`config.mk`:
```
export PLATFORM = sky130hd
export DESIGN_NAME = fp32_mul_arbiter
export DESIGN_NICKNAME = d
export VERILOG_FILES = /design/src/rtl/fp32_pkg.sv /design/src/rtl/fp32_mul_core.sv /design/src/rtl/fp32_mul_arbiter.sv
export SDC_FILE = /design/constraint.sdc
export NUM_CORES = 2
export LEC_CHECK = 0
export BUFFER_PORTS_ARGS = -buffer_cell sky130_fd_sc_hd__buf_2
export CAP_MARGIN = 15
export CORE_MARGIN = 3
export CORE_UTILIZATION = 25
export DETAILED_ROUTE_END_ITERATION = 8
export PLACE_DENSITY = 0.47
export SYNTH_ARGS = -nofsm -noshare
export SYNTH_HDL_FRONTEND = slang
export SYNTH_SLANG_ARGS = --single-unit
```
`constraint.sdc`:
```
create_clock -name clk -period 10.5 [get_ports clk]
set_clock_uncertainty 0.15 [all_clocks]
set_input_delay 1.575 -clock clk [delete_from_list [all_inputs] [get_ports clk]]
set_output_delay 1.575 -clock clk [all_outputs]
set_load 0.05 [all_outputs]
```
`src/rtl/fp32_pkg.sv`:
```
// Shared fp32 field widths, bias and the arbiter FSM encodings.
package fp32_pkg;
    localparam int FP32_BIAS   = 127;
    localparam int FP32_EXP_W  = 8;
    localparam int FP32_MANT_W = 23;

    typedef enum logic [1:0] {
        ST_IDLE = 2'd0,
        ST_MUL  = 2'd1,
        ST_RESP = 2'd2
    } fsmStateT;

    typedef struct packed {
        logic [31:0] a;
        logic [31:0] b;
    } mulOpT;
endpackage

```
`src/rtl/fp32_mul_core.sv`:
```
// Combinational fp32 multiply: truncating, zero-flush only, exponent wraps mod 256.
module fp32_mul_core
    import fp32_pkg::*;
(
    input  logic [31:0] a,
    input  logic [31:0] b,
    output logic [31:0] product
);
    localparam int SIG_W = FP32_MANT_W + 1;
    localparam int EXP_HI = FP32_EXP_W + FP32_MANT_W - 1;

    logic                   signBit;
    logic [SIG_W-1:0]       sigA, sigB;
    logic [2*SIG_W-1:0]     prodSig;
    logic [FP32_EXP_W+1:0]  expSum;
    logic [FP32_MANT_W-1:0] mant;
    logic                   isZero;

    always_comb begin
        signBit = a[31] ^ b[31];
        sigA    = {1'b1, a[FP32_MANT_W-1:0]};
        sigB    = {1'b1, b[FP32_MANT_W-1:0]};
        prodSig = (2*SIG_W)'(sigA) * (2*SIG_W)'(sigB);
        // Two guard bits keep the bias subtraction from borrowing out; low 8 bits are the wrapped exponent.
        expSum  = {2'b00, a[EXP_HI:FP32_MANT_W]} + {2'b00, b[EXP_HI:FP32_MANT_W]}
                + {{(FP32_EXP_W+1){1'b0}}, prodSig[2*SIG_W-1]} - (FP32_EXP_W+2)'(FP32_BIAS);
        mant    = prodSig[2*SIG_W-1] ? prodSig[2*SIG_W-2:SIG_W] : prodSig[2*SIG_W-3:SIG_W-1];
        isZero  = (a[30:0] == 31'd0) || (b[30:0] == 31'd0);
        product = isZero ? {signBit, 31'd0} : {signBit, expSum[FP32_EXP_W-1:0], mant};
    end
endmodule

```
`src/rtl/fp32_mul_arbiter.sv`:
```
// Round-robin arbiter sharing one fp32 multiply core among NREQ requesters,
// with a registered product stage and a valid/ready response channel.
module fp32_mul_arbiter
    import fp32_pkg::*;
#(
    parameter int NREQ = 4,
    parameter int IDW  = 2
) (
    input  logic                  clk,
    input  logic                  rst_n,
    input  logic [NREQ-1:0]       req_valid,
    output logic [NREQ-1:0]       req_ready,
    input  logic [NREQ-1:0][31:0] req_a,
    input  logic [NREQ-1:0][31:0] req_b,
    output logic                  rsp_valid,
    input  logic                  rsp_ready,
    output logic [31:0]           rsp_product,
    output logic [IDW-1:0]        rsp_id,
    output logic                  busy
);
    fsmStateT       state;
    mulOpT          opReg;
    logic [IDW-1:0] lastGrant;
    logic [IDW-1:0] gntId;
    logic [IDW-1:0] winId;
    logic           anyValid;
    logic [31:0]    coreProduct;

    fp32_mul_core uCore (
        .a       (opReg.a),
        .b       (opReg.b),
        .product (coreProduct)
    );

    // Walk the search order backwards so the nearest requester after lastGrant is the last write.
    always_comb begin
        int idx;
        anyValid = |req_valid;
        winId    = '0;
        idx      = 0;
        for (int k = NREQ; k >= 1; k--) begin
            idx = (int'(lastGrant) + k) % NREQ;
            if (req_valid[IDW'(idx)]) winId = IDW'(idx);
        end
    end

    always_comb begin
        req_ready = '0;
        if (state == ST_IDLE && anyValid) req_ready[winId] = 1'b1;
    end

    assign busy = (state != ST_IDLE);

    always_ff @(posedge clk) begin
        if (!rst_n) begin
            state       <= ST_IDLE;
            lastGrant   <= IDW'(NREQ - 1);
            gntId       <= '0;
            opReg       <= '0;
            rsp_valid   <= 1'b0;
            rsp_product <= '0;
            rsp_id      <= '0;
        end else begin
            unique case (state)
                ST_IDLE: begin
                    if (anyValid) begin
                        opReg <= '{a: req_a[winId], b: req_b[winId]};
                        gntId <= winId;
                        state <= ST_MUL;
                    end
                end
                ST_MUL: begin
                    rsp_product <= coreProduct;
                    rsp_id      <= gntId;
                    rsp_valid   <= 1'b1;
                    state       <= ST_RESP;
                end
                ST_RESP: begin
                    if (rsp_ready) begin
                        rsp_valid <= 1'b0;
                        lastGrant <= gntId;
                        state     <= ST_IDLE;
                    end
                end
                default: state <= ST_IDLE;
            endcase
        end
    end
endmodule

```
==> metrics <==
outcome complete, no violations; final WL 90600 um; Seq/Total Area, Yosys 8.56%; final setup vio count 0; leakage power 13.5 nW; filler instances 10600; WS Path Type reg2reg; worst skew pair latency about 0.39 ns; Syn Nets 3857; largest net degree at the start of global routing 86; synthesized cell area 0.0246 mm^2; Slew @ Worst Pin 1.08 ns; Detailed Route Iter0 Violations 988; Via Count 20400; CTS tree built; H-tree depth 3; Post CTS Setup Buffer Count 0; most frequent CP cell fa_1; switching part of the total power 58.0%; # rows 114; CP Launch Point opReg[1]$_SDFFE_PN0P_; Distinct cells, synth 63; fraction of layout cells with a size suffix above 1 13.3%; post-layout util 28.7%; commonest cells after routing, fill and taps aside inv_1, fa_1, nand2_1; Root Buffer clkbuf_16; Slew HR ~28%; Internal 0.00187 W; Power Dens Cells 160 mW/mm^2; Seq pwr share 14.4%; FF+latch count, synth between 100 and 150; CTS-repair resized insts 0; Max Clk Rate 0.110 GHz; Starting Density 25.3%; Top FF cell, synth dfxtp_1; HP Class reg2reg; Area Overhead vs Synth 13.4%; most common cell after layout, fill and taps aside inv_1; crit share post-route 86.8%; number of synthesized flops with an enable pin 0; minimum hold slack 0.317 ns; FF-to-FF Start opReg[1]$_SDFFE_PN0P_; CP Capture Type flop; Die Area between 0.1 and 0.15 mm^2; DP Worst Slack 1.26 ns; syn_area_per_cell 8.39 um^2; drt wl/cell 20.5 um; Slew Viols, Final 0; drt drc 0; max_cap viols 0; Hold Fails Final Rpt 0; area of placed instances 0.0276 mm^2; Reg clk slew, reported paths 0.09 ns; Clk pwr share 8.1%; CP max stage delay around 1.0 ns; asr flop ratio synth 0%; post-DP HPWL 73900 um; Worst Slack Setup Final 1.38 ns; Die Span X 319 um; fin area 0.0279 mm^2; Clock Sinks around 110; Clock Path Buffers 2; Tot GR Track Use 17.8%; register-to-register setup slack 1.38 ns; hold buffers post-CTS 0; cts bufs inserted 9; DRT antenna net count 0; I/O pins 303; DRT Pass-1 Iters 5; worst vdd ir 0.000126 V; initial antenna violation count 7; Vias/cell between 4 and 5; Synthesis Warnings 0; slowest cell on the critical path dfxtp_1; global placer's final weighted congestion 0.866; Final TNS setup 0 ns; Switch Pwr about 0.0026 W; Critical Path Start Type flop; worst-path maximum fanout 26; WP data required roughly 11 ns; Port Buffers 302; first-pass GRT wire length 137000 um; arrival time at the worst endpoint 9.23 ns; vias in the first global route 21500; Final Critical Period 9.12 ns; die height 319 um; Mapped Cells 2930; gr ovfl total 0; logic gate share of total power 77.5%; final net count 4054; unrepaired setup endpoints after global routing no; HP Start rsp_id[1]$_SDFFE_PN0P_; Core Box Area a little under 0.1 mm^2
[metrics by stage]
stage	total power [W]	instances
2_1_floorplan	0.00295	2930
3_3_place_gp	0.00415	4392
3_5_place_dp	0.00414	4392
4_1_cts	0.00452	4408
5_1_grt	0.00493	4408
6_report	0.00445	4412
[area by class of cell]
class                      instances  area [um^2]  share of cell area, %
tap                             1276         1600                   5.73
clock buffer                       9          225                  0.808
timing repair buffer             369         2010                   7.23
clock inverter                     7         68.8                  0.247
multi-input combinational       2073        19700                   70.7
inverter                         569         2140                   7.67
sequential                       105         2110                   7.59
antenna                            4         10.0                 0.0359
[critical path, delay by kind of cell (launching register included)]
family | cells | cell delay (ns)
buf+inv | 5 | 0.25
simple gates | 6 | 0.63
xor+xnor | 2 | 0.27
compound gates | 10 | 2.07
flops | 1 | 1.04
fa+ha+maj | 10 | 4.56
[logic make-up (layout without fill, tap and decap cells)]
kind of cell | count (synthesis) | after routing | share of synthesized area, %
AOI/OAI and AO/OA | 384 | 384 | 11.1
xor gates and xnor gates | 39 | 39 | 1.42
and+or+nand+nor | 981 | 981 | 18.7
DFF | 105 | 105 | 8.56
muxes | 5 | 5 | 0.204
other | 0 | 4 | 0
buffers and inverters | 752 | 954 | 11.5
adders and majority gates | 664 | 664 | 48.5
[power groups by stage]
stage	Clock (W)	Sequential (W)	Combinational, W
5_1_grt	0.000387	0.000651	0.00389
3_3_place_gp	0	0.000648	0.00350
4_1_cts	0.000376	0.000641	0.00351
6_report	0.000359	0.000642	0.00345
2_1_floorplan	0	0.000636	0.00231
3_5_place_dp	0	0.000649	0.00349
[cell usage after synthesis, drive strengths merged (2+ instances only)]
cell type,count,area share (%)
and4,2,0.071
a211oi,72,2.2
clkbuf,174,2.7
o21bai,6,0.18
o21a,2,0.061
nor3,18,0.37
and3,10,0.25
nand3b,2,0.061
mux2i,5,0.20
o31ai,3,0.17
buf,9,0.18
nor4,16,0.43
o211ai,8,0.24
fa,482,39
a22o,2,0.071
a211o,3,0.11
o221ai,2,0.071
a22oi,14,0.43
nand2,467,7.1
nor2b,5,0.14
nand2b,5,0.13
a311oi,66,2.4
a41o,2,0.081
o21ai,34,0.69
xor2,10,0.36
a221o,8,0.33
ha,182,9.3
a21oi,115,2.4
nand3,10,0.20
a221oi,2,0.071
xnor2,29,1.1
clkinv,2,0.031
dfxtp,105,8.6
nor2,145,2.2
inv,567,8.7
a32oi,4,0.14
nand4,12,0.31
or3,2,0.051
a41oi,3,0.14
a31oi,5,0.13
and2,284,7.2
a21o,26,0.79
[registers in the layout (all words and copies together) (netlist names)]
signal       cells
opReg           64
rsp_product     32
gntId            2
lastGrant        2
rsp_id           2
state            2
rsp_valid        1
[per-layer routing]
| metal | vias to the layer above | GRT usage (%) | part of all wire, % |
|---|---|---|---|
| met5 | - | 0 | 0.014 |
| met4 | 2 | 7.20 | 4.3 |
| met3 | 104 | 3.30 | 6.6 |
| met2 | 669 | 30.0 | 47 |
| met1 | 10100 | 22.6 | 42 |
| li1 | 9446 | - | - |
[path summary, 6_finish.rpt]
check | end | cells past startpoint
max | rsp_product[29]$_SDFFE_PN0P_ | 33
max reg2reg | rsp_product[29]$_SDFFE_PN0P_ | 33
min reg2reg | rsp_id[1]$_SDFFE_PN0P_ | 2
min | rsp_id[1]$_SDFFE_PN0P_ | 2
(Power assumes the default switching activity.)
